[src/rtl/regfile_wb_arbiter_pkg.sv]
// Shared register-file definitions used by the writeback arbiter slice.
package regfile_pkg;

  localparam int XLEN   = 32;
  localparam int REG_AW = 5;
  localparam int NREGS  = 32;
  localparam logic [REG_AW-1:0] ZERO_REG = 5'd0;

  typedef logic [REG_AW-1:0] reg_addr_t;
  typedef logic [XLEN-1:0]   reg_data_t;

  function automatic logic is_zero_reg(input reg_addr_t rd);
    return rd == ZERO_REG;
  endfunction

endpackage

[src/rtl/regfile_wb_arbiter_if.sv]
// Writeback request bus: per-requester valid/ready handshake with packed rd/wd.
interface regfile_wb_arbiter_if #(
  parameter int NREQ = 2,
  parameter int XLEN = 32,
  parameter int AW   = 5
);
  logic [NREQ-1:0]      req_valid;
  logic [NREQ-1:0]      req_ready;
  logic [NREQ*AW-1:0]   req_rd;
  logic [NREQ*XLEN-1:0] req_wd;

  modport master (output req_valid, output req_rd, output req_wd, input req_ready);
  modport slave  (input req_valid, input req_rd, input req_wd, output req_ready);
endinterface

[src/rtl/regfile_wb_arbiter_rr_arbiter.sv]
// Round-robin arbiter with a registered last-grant pointer.
// RF_WB_ARB_FIXED_PRIO_EN selects fixed lowest-index-wins priority instead.
module rr_arbiter #(
  parameter int N = 2
) (
  input  logic                              clk,
  input  logic                              rst,
  input  logic [N-1:0]                      req,
  output logic [N-1:0]                      gnt,
  output logic [((N > 1) ? $clog2(N) : 1)-1:0] gnt_idx
);
  localparam int IW = (N > 1) ? $clog2(N) : 1;

`ifdef RF_WB_ARB_FIXED_PRIO_EN
  logic unused_clk;
  assign unused_clk = clk;

  always_comb begin
    gnt     = '0;
    gnt_idx = '0;
    if (!rst) begin
      for (int unsigned i = N; i > 0; i--) begin
        if (req[i-1]) begin
          gnt     = '0;
          gnt[i-1] = 1'b1;
          gnt_idx = IW'(i-1);
        end
      end
    end
  end
`else
  logic [IW-1:0] last;
  logic [IW-1:0] cand;
  logic          found;

  // Walk offsets last+1 .. last+N; the inner loop keeps every index a constant.
  always_comb begin
    gnt     = '0;
    gnt_idx = '0;
    found   = 1'b0;
    cand    = '0;
    if (!rst) begin
      for (int unsigned off = 1; off <= N; off++) begin
        cand = IW'((32'(last) + off) % N);
        for (int unsigned i = 0; i < N; i++) begin
          if (!found && IW'(i) == cand && req[i]) begin
            found   = 1'b1;
            gnt[i]  = 1'b1;
            gnt_idx = IW'(i);
          end
        end
      end
    end
  end

  always_ff @(posedge clk or posedge rst) begin
    if (rst) begin
      last <= IW'(N-1);
    end else if (|gnt) begin
      last <= gnt_idx;
    end
  end
`endif

endmodule

[src/rtl/regfile_wb_arbiter.sv]
// Writeback port arbiter: grants one requester per cycle, registers the write
// onto the regfile pins and tracks outstanding writes in a busy scoreboard.
module regfile_wb_arbiter #(
  parameter int NREQ = 2,
  parameter int XLEN = 32,
  parameter int AW   = 5
) (
  input  logic                 clk,
  input  logic                 rst,
  regfile_wb_arbiter_if.slave  wb,
  output logic                 rf_we,
  output logic [AW-1:0]        rf_rd,
  output logic [XLEN-1:0]      rf_wd,
  input  logic                 iss_valid,
  input  logic [AW-1:0]        iss_rd,
  output logic [2**AW-1:0]     busy
);
  import regfile_pkg::*;

  localparam int IW = (NREQ > 1) ? $clog2(NREQ) : 1;

  logic [NREQ-1:0] gnt;
  logic [IW-1:0]   gnt_idx;
  logic [AW-1:0]   win_rd;
  logic [XLEN-1:0] win_wd;
  logic [2**AW-1:0] busy_nxt;

  rr_arbiter #(.N(NREQ)) u_arb (
    .clk     (clk),
    .rst     (rst),
    .req     (wb.req_valid),
    .gnt     (gnt),
    .gnt_idx (gnt_idx)
  );

  assign wb.req_ready = gnt;

  always_comb begin
    win_rd = '0;
    win_wd = '0;
    for (int unsigned i = 0; i < NREQ; i++) begin
      if (gnt_idx == IW'(i)) begin
        win_rd = wb.req_rd[i*AW +: AW];
        win_wd = wb.req_wd[i*XLEN +: XLEN];
      end
    end
  end

  // x0 writes are accepted but never reach the regfile.
  always_ff @(posedge clk or posedge rst) begin
    if (rst) begin
      rf_we <= 1'b0;
      rf_rd <= '0;
      rf_wd <= '0;
    end else if (|gnt) begin
      rf_we <= (win_rd != AW'(ZERO_REG));
      rf_rd <= win_rd;
      rf_wd <= win_wd;
    end else begin
      rf_we <= 1'b0;
    end
  end

  // Set is applied after clear so a new reservation survives a same-cycle commit.
  always_comb begin
    busy_nxt = busy;
    if (rf_we) begin
      busy_nxt[rf_rd] = 1'b0;
    end
    if (iss_valid && iss_rd != AW'(ZERO_REG)) begin
      busy_nxt[iss_rd] = 1'b1;
    end
    busy_nxt[0] = 1'b0;
  end

  always_ff @(posedge clk or posedge rst) begin
    if (rst) begin
      busy <= '0;
    end else begin
      busy <= busy_nxt;
    end
  end

endmodule

[src/flat_wrapper.sv]
// flat-port wrapper written by rule: the top's interface ports become plain ports
module regfile_wb_arbiter_flat import regfile_pkg::*;
#(
  parameter int NREQ = 2,
  parameter int XLEN = 32,
  parameter int AW   = 5
)
  (clk, rst, rf_we, rf_rd, rf_wd, iss_valid, iss_rd, busy, wb_req_valid, wb_req_rd, wb_req_wd, wb_req_ready);
  regfile_wb_arbiter_if #(.NREQ(NREQ), .XLEN(XLEN), .AW(AW)) wb_i ();
  input  logic clk;
  input  logic rst;
  output logic rf_we;
  output logic [AW-1:0] rf_rd;
  output logic [XLEN-1:0] rf_wd;
  input  logic iss_valid;
  input  logic [AW-1:0] iss_rd;
  output logic [2**AW-1:0] busy;
  input wire logic [$bits(wb_i.req_valid)-1:0] wb_req_valid;
  input wire logic [$bits(wb_i.req_rd)-1:0] wb_req_rd;
  input wire logic [$bits(wb_i.req_wd)-1:0] wb_req_wd;
  output wire logic [$bits(wb_i.req_ready)-1:0] wb_req_ready;
  assign wb_i.req_valid = wb_req_valid;
  assign wb_i.req_rd = wb_req_rd;
  assign wb_i.req_wd = wb_req_wd;
  assign wb_req_ready = wb_i.req_ready;
  regfile_wb_arbiter #(.NREQ(NREQ), .XLEN(XLEN), .AW(AW)) u_core (.clk(clk), .rst(rst), .wb(wb_i), .rf_we(rf_we), .rf_rd(rf_rd), .rf_wd(rf_wd), .iss_valid(iss_valid), .iss_rd(iss_rd), .busy(busy));
endmodule
[config.mk]
export PLATFORM = sky130hd
export DESIGN_NAME = regfile_wb_arbiter_flat
export DESIGN_NICKNAME = d
export VERILOG_FILES = /design/src/rtl/regfile_wb_arbiter_pkg.sv /design/src/rtl/regfile_wb_arbiter_if.sv /design/src/rtl/regfile_wb_arbiter_rr_arbiter.sv /design/src/rtl/regfile_wb_arbiter.sv /design/src/flat_wrapper.sv
export SDC_FILE = /design/constraint.sdc
export NUM_CORES = 1
export LEC_CHECK = 0
export CAP_MARGIN = 0
export CORE_MARGIN = 2
export CORE_UTILIZATION = 36
export DETAILED_ROUTE_END_ITERATION = 10
export PLACE_DENSITY_LB_ADDON = 0.25
export SLEW_MARGIN = 20
export SYNTH_ARGS = -nofsm -noshare
export SYNTH_HDL_FRONTEND = slang
export SYNTH_HIERARCHICAL = 1
export SYNTH_SLANG_ARGS = --single-unit
export TNS_END_PERCENT = 5
[constraint.sdc]
create_clock -name clk -period 3.1 [get_ports clk]
set_clock_uncertainty 0.15 [all_clocks]
set_input_delay 0.465 -clock clk [delete_from_list [all_inputs] [get_ports clk]]
set_output_delay 0.465 -clock clk [all_outputs]
set_load 0.02 [all_outputs]
==> metrics.txt <==
clk root buf clkbuf_8; Power Density 732 nW/µm²; Syn-to-layout area delta 59.7%; Syn Area/Cell 10.5 µm²; critical path's largest stage delay between 0.6 and 0.7 ns; Synth area leaders dfrtp_1 (55%), mux2i_1 (12%), o21ai_1 (9.9%); Worst Path Required 2.48 ns; Post-Synthesis Cells 298; DRT iter0 DRCs 103; post-synth top area share 0.552; Post-synth EDFFs 0; Routed Antenna Nets 0; final RePlAce weighted congestion roughly 0.79; Overflow after GRT 0; crit path cell chain clkdlybuf4s50_1 -> nand2b_1 -> a21oi_1 -> clkdlybuf4s50_1; # diodes 0; Synth area leader dfrtp_1; Leak Pwr 1.90 nW; CTS tree done; origin of the worst setup path rst; number of global-route vias before repair 2978; Ys Warns 6; worst-path fanout max 4; fin crit period 2.64 ns; setup bufs post-CTS 0; Hold Vio Cnt, Final 0; Primary FF master, synth dfrtp_1; Crit Reg-Reg Endpoint u_core/rf_wd[21]; Metal-1 WL 3540 µm; final slew viol count 0; status complete, no violations; first-pass iteration count of the detailed router 6; Top Ports roughly 160; GRT Resource Usage Total 0.194; met2 WL 4140 µm; Yosys cell types 27; FILL cells about 740; DIE AREA 9450 µm²; Skew-Pair Late Insertion Delay 0.34 ns; clk slew on worst S/H paths 0.07 ns; Die Height 97.2 µm; Post-Route Utilization 0.581; RSZ-0062 raised after global routing false; number of buffers created by CTS 9; Die W 97.2 µm; worst hold path class flip-flop to flip-flop; Maximum Capacitance Violations 0; top layer in use met4; Residual DRC 0; nets@finish 539; CP Class input port to output pin; core region area roughly 8600 µm²; Seq cells post-synth 70; first-pass GRT wire length roughly 15000 µm; # rows 34; CTS Hold Bufs 0; post-synthesis cell area ~3100 µm²; routed len/inst 15.6 µm; layout cells sized above 1 0.0630; Final setup violation count 0; Slowest-stage cell, CP clkdlybuf4s50_1; Critical Path Sink Type output pin; Crit path top cell by count clkdlybuf4s50_1; maximum vdd drop between 0.0003 and 0.0004 V; Post-Syn Nets 382; cts repair resizes 0; startpoint types input port; Reg2Reg Setup Slack 1.13 ns; ys async rst share 1.00; largest net degree at the start of global routing 70; Seq/Total Area, Yosys 0.560; initial antenna violation count 0; reg-to-reg startpoint u_core/u_arb/last; crit path capture wb_req_ready[1]; Post-Route Setup TNS 0 ns; Bufs on Longest Clock Path 2; HPWL after DPL 6480 µm; vias 2912; crit share post-route 0.851; Buffers on Ports between 150 and 200; initial cell density of the core 0.364; met3 wire len 972 µm; H-tree depth 3; Fmax approximately 380 MHz; CTS sink cnt 70; Reg2Reg Depth 6; vias per inst 5.13; WP data arrival a little over 2 ns; Total Wirelength 8840 µm; count of cells along the worst hold path 2
-- worst max-delay path, delay by kind of cell --
kind	cells	cell delay (ns)
simple gates	1	0.24
compound gates	1	0.19
buf+inv	2	1.12
-- registers in the layout, summed over array words and instances, names as in the netlist --
name               flops
u_core/rf_wd          32
u_core/busy           31
u_core/rf_rd           5
u_core/rf_we           1
u_core/u_arb/last      1
-- cells in the final DEF, fill, tap and decap left out, drive strengths merged, types with 5 or more instances in the layout --
cell type,n
dfrtp,69
a21oi,39
mux2i,38
or3b,7
o21ai,62
buf,5
nor2,38
clkdlybuf4s50,154
nand3b,10
clkbuf,11
-- report_power, final --
group	total, mW	internal [mW]	switching (mW)
Clock	0.758	0.415	0.342
Sequential	1.39	1.20	0.187
Combinational	1.51	0.757	0.756
-- how the worst min path moves through the flow --
stage | startpoint | endpoint
CTS | u_core/busy[15] | u_core/busy[15]
floorplan | rst | u_core/u_arb/last
global placement | u_core/busy[11] | u_core/busy[11]
finish | u_core/busy[15] | u_core/busy[15]
global route | u_core/busy[10] | u_core/busy[10]
detailed placement | u_core/busy[15] | u_core/busy[15]
-- stage by stage --
step	instances	hold WS, ns	power [mW]	worst slack (ns)	area (µm²)
2_1_floorplan	298	0.205	2.10	0.745	3130
3_3_place_gp	552	0.334	2.88	0.527	4790
3_5_place_dp	552	0.339	2.92	0.457	4790
4_1_cts	568	0.357	3.69	0.460	5000
5_1_grt	568	0.379	3.86	0.396	5000
6_report	568	0.353	3.66	0.461	5000
-- logic make-up after synthesis --
| family | share of synthesized area |
|---|---|
| simple gates | 0.117 |
| compound gates | 0.170 |
| mux | 0.122 |
| flops | 0.560 |
| other cells | 0.00120 |
| buf+inv | 0.0304 |
-- cells in the mapped netlist (all sizes together) (2+ instances only) --
master	number
a21oi	39
buf	11
clkbuf	2
dfrtp	69
inv	4
mux2i	38
nand2b	2
nand3	4
nand3b	10
nor2	38
o21ai	62
or3	2
or3b	7
-- layout make-up --
cell class / instances / area [µm²] / share of cell area
tap: 108 / 135 / 0.0270
clock inverter: 5 / 57.6 / 0.0115
clock buffer: 11 / 151 / 0.0303
multi-input combinational: 211 / 1290 / 0.259
inverter: 4 / 15.0 / 0.00301
timing repair buffer: 159 / 1590 / 0.319
sequential: 70 / 1750 / 0.351
-- per-layer routing --
layer  vias up  GRT usage
met1      1363      0.234
met3        15     0.0770
li1       1382          -
met5         -          0
met2       152      0.307
met4         0     0.0855
Power figures use the tool's default switching activity.
==> RTL change 1: new RTL, same settings <==
`AW` is set to 5 in 3 places; all go to 4.
--- a/src/rtl/regfile_wb_arbiter_if.sv
+++ b/src/rtl/regfile_wb_arbiter_if.sv
@@ -2,7 +2,7 @@
 interface regfile_wb_arbiter_if #(
   parameter int NREQ = 2,
   parameter int XLEN = 32,
-  parameter int AW   = 5
+  parameter int AW   = 4
 );
   logic [NREQ-1:0]      req_valid;
   logic [NREQ-1:0]      req_ready;
--- a/src/rtl/regfile_wb_arbiter.sv
+++ b/src/rtl/regfile_wb_arbiter.sv
@@ -3,7 +3,7 @@
 module regfile_wb_arbiter #(
   parameter int NREQ = 2,
   parameter int XLEN = 32,
-  parameter int AW   = 5
+  parameter int AW   = 4
 ) (
   input  logic                 clk,
   input  logic                 rst,
--- a/src/flat_wrapper.sv
+++ b/src/flat_wrapper.sv
@@ -3,7 +3,7 @@
 #(
   parameter int NREQ = 2,
   parameter int XLEN = 32,
-  parameter int AW   = 5
+  parameter int AW   = 4
 )
   (clk, rst, rf_we, rf_rd, rf_wd, iss_valid, iss_rd, busy, wb_req_valid, wb_req_rd, wb_req_wd, wb_req_ready);
   regfile_wb_arbiter_if #(.NREQ(NREQ), .XLEN(XLEN), .AW(AW)) wb_i ();
Interface: changed (resized busy, iss_rd, rf_rd and wb_req_rd); port bits go from 156 to 136. The function was not compared with the original's and may differ.
==> RTL change 1 against the original RTL <==
  * Critical path depth did not move
  * Core utilization rose by 1.2 points
  * Register-to-register slack improved by 0.25 ns
  * Setup slack improved by 0.012 ns
  * Cell area fell by 21%
  * Sequential cell count fell by 17
  * Area after synthesis fell by 22%
  * Routed wire length fell by 27%
  * Combinational power fell by 31%
  * Power fell by 33%
  * Sequential share of layout area fell by 1.6 points
  * Count of clock-buffer cells in the layout fell by 4
  * Global-route usage fell by 1.2 points
  * Fmax rose by 0.44%
==> RTL change 1: results (changes against the original RTL) <==
Outcome:
- Result of the run: finished clean (unchanged).

Final layout:
- The number of filler cells placed in the layout is 594 (was 737).
- The layout clock buffer count is 7 (was 11).
- The fraction of final layout cells with drive strength greater than 1 is 5.15% (was 6.30%).
- The share of the final layout cell area in sequential cells is 33.5% (was 35.1%).
- The area of the multi-input gates was 1030 µm² (was 1290 µm²).
- The buffer count excluding the clock tree in the final layout is 137 (was 159).
- The final net count is 449 (was 539).
- The clock buffer and inverter area fraction after layout was 2.56% (was 4.18%).

Route:
- The detailed-route wire length is 6500 µm (was 8840 µm).
- The count of TritonRoute iterations in the first routing pass is 4 (was 6).
- The average wire per standard cell came to 14.5 µm (was 15.6 µm).

Global routing:
- The via count of the first global-routing pass is 2323 (was 2978).
- The fraction of met1 tracks used by global routing is 22.2% (was 23.4%).
- The first-pass GRT wire length came to 10700 µm (was 14500 µm).
- The global router's overall resource usage is 18.2% (was 19.4%).
- The maximum number of pins on one net before global-route repair is 74 (was 70).

Setup path:
- The endpoint of the worst-slack reg-to-reg timing path is u_core/rf_wd[22]$_DFFE_PP0P_ (was u_core/rf_wd[21]$_DFFE_PP0P_).
- The internal reg-to-reg setup slack was 1.38 ns (was 1.13 ns).

Synthesis:
- The post-synthesis cell type count was 24 (was 27).
- The post-synthesis cell count is 237 (was 298).
- The fraction of synthesized cell area taken by the top area cell type is 53.0% (was 55.2%).

Clock tree:
- The later-pin clock latency in the skew report came to 0.30 ns (was 0.34 ns).
- The total CTS buffers is 5 (was 9).
- The number of H-tree levels was 2 (was 3).

Power and ir drop:
- The internal power contribution was 1.61 mW (was 2.37 mW).
- The power drawn by the clock network is 0.420 mW (was 0.758 mW).

STA:
- The final critical path time including I/O delays and setup came to 2.63 ns (was 2.64 ns).

Place:
- The half-perimeter wire length of the detailed placement result is 4920 µm (was 6480 µm).
## RTL change 1: worst min-delay path by stage
stage                                         from                             to  slack [ns]
after floorplan                                rst  u_core/u_arb/last$_DFFE_PP1P_        0.20
after global placement    u_core/busy[4]$_DFF_PP0_       u_core/busy[4]$_DFF_PP0_        0.34
after detailed placement  u_core/busy[5]$_DFF_PP0_       u_core/busy[5]$_DFF_PP0_        0.35
after CTS                 u_core/busy[5]$_DFF_PP0_       u_core/busy[5]$_DFF_PP0_        0.37
after global routing      u_core/busy[2]$_DFF_PP0_       u_core/busy[2]$_DFF_PP0_        0.40
final                     u_core/busy[8]$_DFF_PP0_       u_core/busy[8]$_DFF_PP0_        0.36
## RTL change 1: worst reg2reg max path, cell delays in order (launching register included)
cell,delay [ns]
sky130_fd_sc_hd__dfstp_2,0.59
sky130_fd_sc_hd__a21oi_1,0.10
sky130_fd_sc_hd__or2_2,0.33
sky130_fd_sc_hd__buf_12,0.22
sky130_fd_sc_hd__nor2_1,0.14
sky130_fd_sc_hd__a21oi_1,0.07
## RTL change 1: cells by family (layout without fill, tap and decap cells)
kind of cell | count (synthesis) | after routing | share of synthesized area, %
AOI/OAI and AO/OA | 71 | 71 | 14.9
and+or+nand+nor | 58 | 58 | 11.5
DFF | 53 | 53 | 54.1
muxes | 37 | 37 | 15.1
buffers and inverters | 17 | 149 | 4.23
other | 1 | 1 | 0.153
## RTL change 1: layer usage
metal / vias to the layer above / part of all wire (%) / wire, µm
met5: - / 0 / 0
met4: 0 / 1.7 / 111
met3: 12 / 9.1 / 591
met2: 93 / 48 / 3140
met1: 1033 / 41 / 2650
li1: 1091 / - / -
==> RTL change 2: new RTL, same settings <==
Without the edit above. Make the reset (`rst`) synchronous in 3 clocked blocks.
--- a/src/rtl/regfile_wb_arbiter_rr_arbiter.sv
+++ b/src/rtl/regfile_wb_arbiter_rr_arbiter.sv
@@ -53,7 +53,7 @@
     end
   end
 
-  always_ff @(posedge clk or posedge rst) begin
+  always_ff @(posedge clk) begin
     if (rst) begin
       last <= IW'(N-1);
     end else if (|gnt) begin
--- a/src/rtl/regfile_wb_arbiter.sv
+++ b/src/rtl/regfile_wb_arbiter.sv
@@ -47,7 +47,7 @@
   end
 
   // x0 writes are accepted but never reach the regfile.
-  always_ff @(posedge clk or posedge rst) begin
+  always_ff @(posedge clk) begin
     if (rst) begin
       rf_we <= 1'b0;
       rf_rd <= '0;
@@ -73,7 +73,7 @@
     busy_nxt[0] = 1'b0;
   end
 
-  always_ff @(posedge clk or posedge rst) begin
+  always_ff @(posedge clk) begin
     if (rst) begin
       busy <= '0;
     end else begin
Formal check against the unedited RTL: differs if rst is asserted again (counterexample within 4 cycles, from zero or initial values and one cycle with rst high); with rst held inactive, the same outputs for 10 cycles.
==> RTL change 2 against the original RTL <==
  * Synthesized cell count up 13%
  * Cell area up 1.5%
  * Non-clock buffer count unchanged
  * Routed wire length up 8.8%
  * Sequential cell count unchanged
  * Setup slack better by 0.20 ns
  * Area after synthesis up 5.0%
  * First-iteration DRC count up 12%
  * Highest routed layer unchanged
Power is not compared: it rests on default switching activity, and its combinational part moved more than twofold at a synthesized area within 25%.
==> RTL change 2: results (changes against the original RTL) <==
Global routing:
- The first-pass GRT wire length is 15200 µm (was 14500 µm).
- The met2 track demand over resource in global routing is 32.5% (was 30.7%).
- The maximum number of pins on one net before global-route repair is 74 (was 70).
- The via count of the first global-routing pass came to 3124 (was 2978).

Setup path:
- The internal reg-to-reg setup slack is 1.09 ns (was 1.13 ns).
- The endpoint of the worst-slack reg-to-reg timing path was u_core/rf_wd[1]$_SDFFE_PP0N_ (was u_core/rf_wd[21]$_DFFE_PP0P_).

Route:
- The average wire per standard cell is 16.0 µm (was 15.6 µm).
- The number of violations reported at the end of detailed-routing iteration 0 came to 115 (was 103).
- The total length of routed met3 wires is 800 µm (was 972 µm).
- The detailed-route wire length is 9620 µm (was 8840 µm).
- The detailed-routed wire length on met2 is 4650 µm (was 4140 µm).

Final layout:
- The final net count came to 571 (was 539).
- The multi-input combinational area share is 34.1% (was 25.9%).
- The count of multi-input combinational gates is 246 (was 211).
- The clock buffer and inverter area fraction after layout is 3.95% (was 4.18%).
- The number of flip-flops and latches is 70 (unchanged).
- The fraction of final layout cells with drive strength greater than 1 is 11.6% (was 6.30%).
- The non-clock inverter count in the final layout is 1 (was 4).

Synthesis:
- The main flop type after synthesis is sky130_fd_sc_hd__dfxtp_1 (was sky130_fd_sc_hd__dfrtp_1).
- The share of cell area taken by muxes after synthesis is 11.3% (was 12.2%).
- The sequential cell area fraction in the yosys report was 42.6% (was 56.0%).
- Most numerous cell types in the synthesized netlist: sky130_fd_sc_hd__dfxtp_1, sky130_fd_sc_hd__o21ai_1, sky130_fd_sc_hd__nor2_1, sky130_fd_sc_hd__mux2i_1, sky130_fd_sc_hd__nor2b_1 (was sky130_fd_sc_hd__dfrtp_1, sky130_fd_sc_hd__o21ai_1, sky130_fd_sc_hd__a21oi_1, sky130_fd_sc_hd__mux2i_1, sky130_fd_sc_hd__nor2_1).
- The post-synthesis cell type count is 32 (was 27).
- Largest cells by area after synthesis: sky130_fd_sc_hd__dfxtp_1, sky130_fd_sc_hd__a211oi_2, sky130_fd_sc_hd__mux2i_1 (was sky130_fd_sc_hd__dfrtp_1, sky130_fd_sc_hd__mux2i_1, sky130_fd_sc_hd__o21ai_1).
- The post-synthesis compound-gate area fraction is 22.7% (was 17.0%).

Hold path:
- The worst-case hold path end point is u_core/rf_wd[19]$_SDFFE_PP0N_ (was u_core/busy[15]$_DFF_PP0_).

Place:
- The total placed instance area was 4870 µm² (was 4790 µm²).
- The worst slack after detailed placement was 0.501 ns (was 0.457 ns).
- The half-perimeter wire length of the detailed placement result is 7050 µm (was 6480 µm).
- The global placement routability congestion is 0.754 (was 0.787).

Outcome:
- Result of the run: finished clean (unchanged).

STA:
- The worst slack on hold paths was 0.352 ns (was 0.353 ns).
-- RTL change 2: cell types whose count changed in the layout (fill, tap and decap cells not counted), sizes merged, moves of 3 or more --
cell	delta
inv	-3
dfrtp	-69
a211oi	+37
dfxtp	+70
and3	+3
a21oi	-39
nor2b	+30
nand2	+3
-- RTL change 2: how the worst max path moves through the flow --
stage                                from                           end  slack (ns)  depth (start not counted)
after global placement    wb_req_valid[0]  u_core/rf_wd[6]$_SDFFE_PP0N_        0.55                          7
after CTS                 wb_req_valid[1]               wb_req_ready[0]        0.65                          4
after floorplan           wb_req_valid[0]  u_core/rf_rd[2]$_SDFFE_PP0N_        1.30                          7
final                     wb_req_valid[1]               wb_req_ready[0]        0.66                          4
after global routing      wb_req_valid[1]               wb_req_ready[0]        0.62                          4
after detailed placement  wb_req_valid[0]  u_core/rf_wd[1]$_SDFFE_PP0N_        0.50                          7
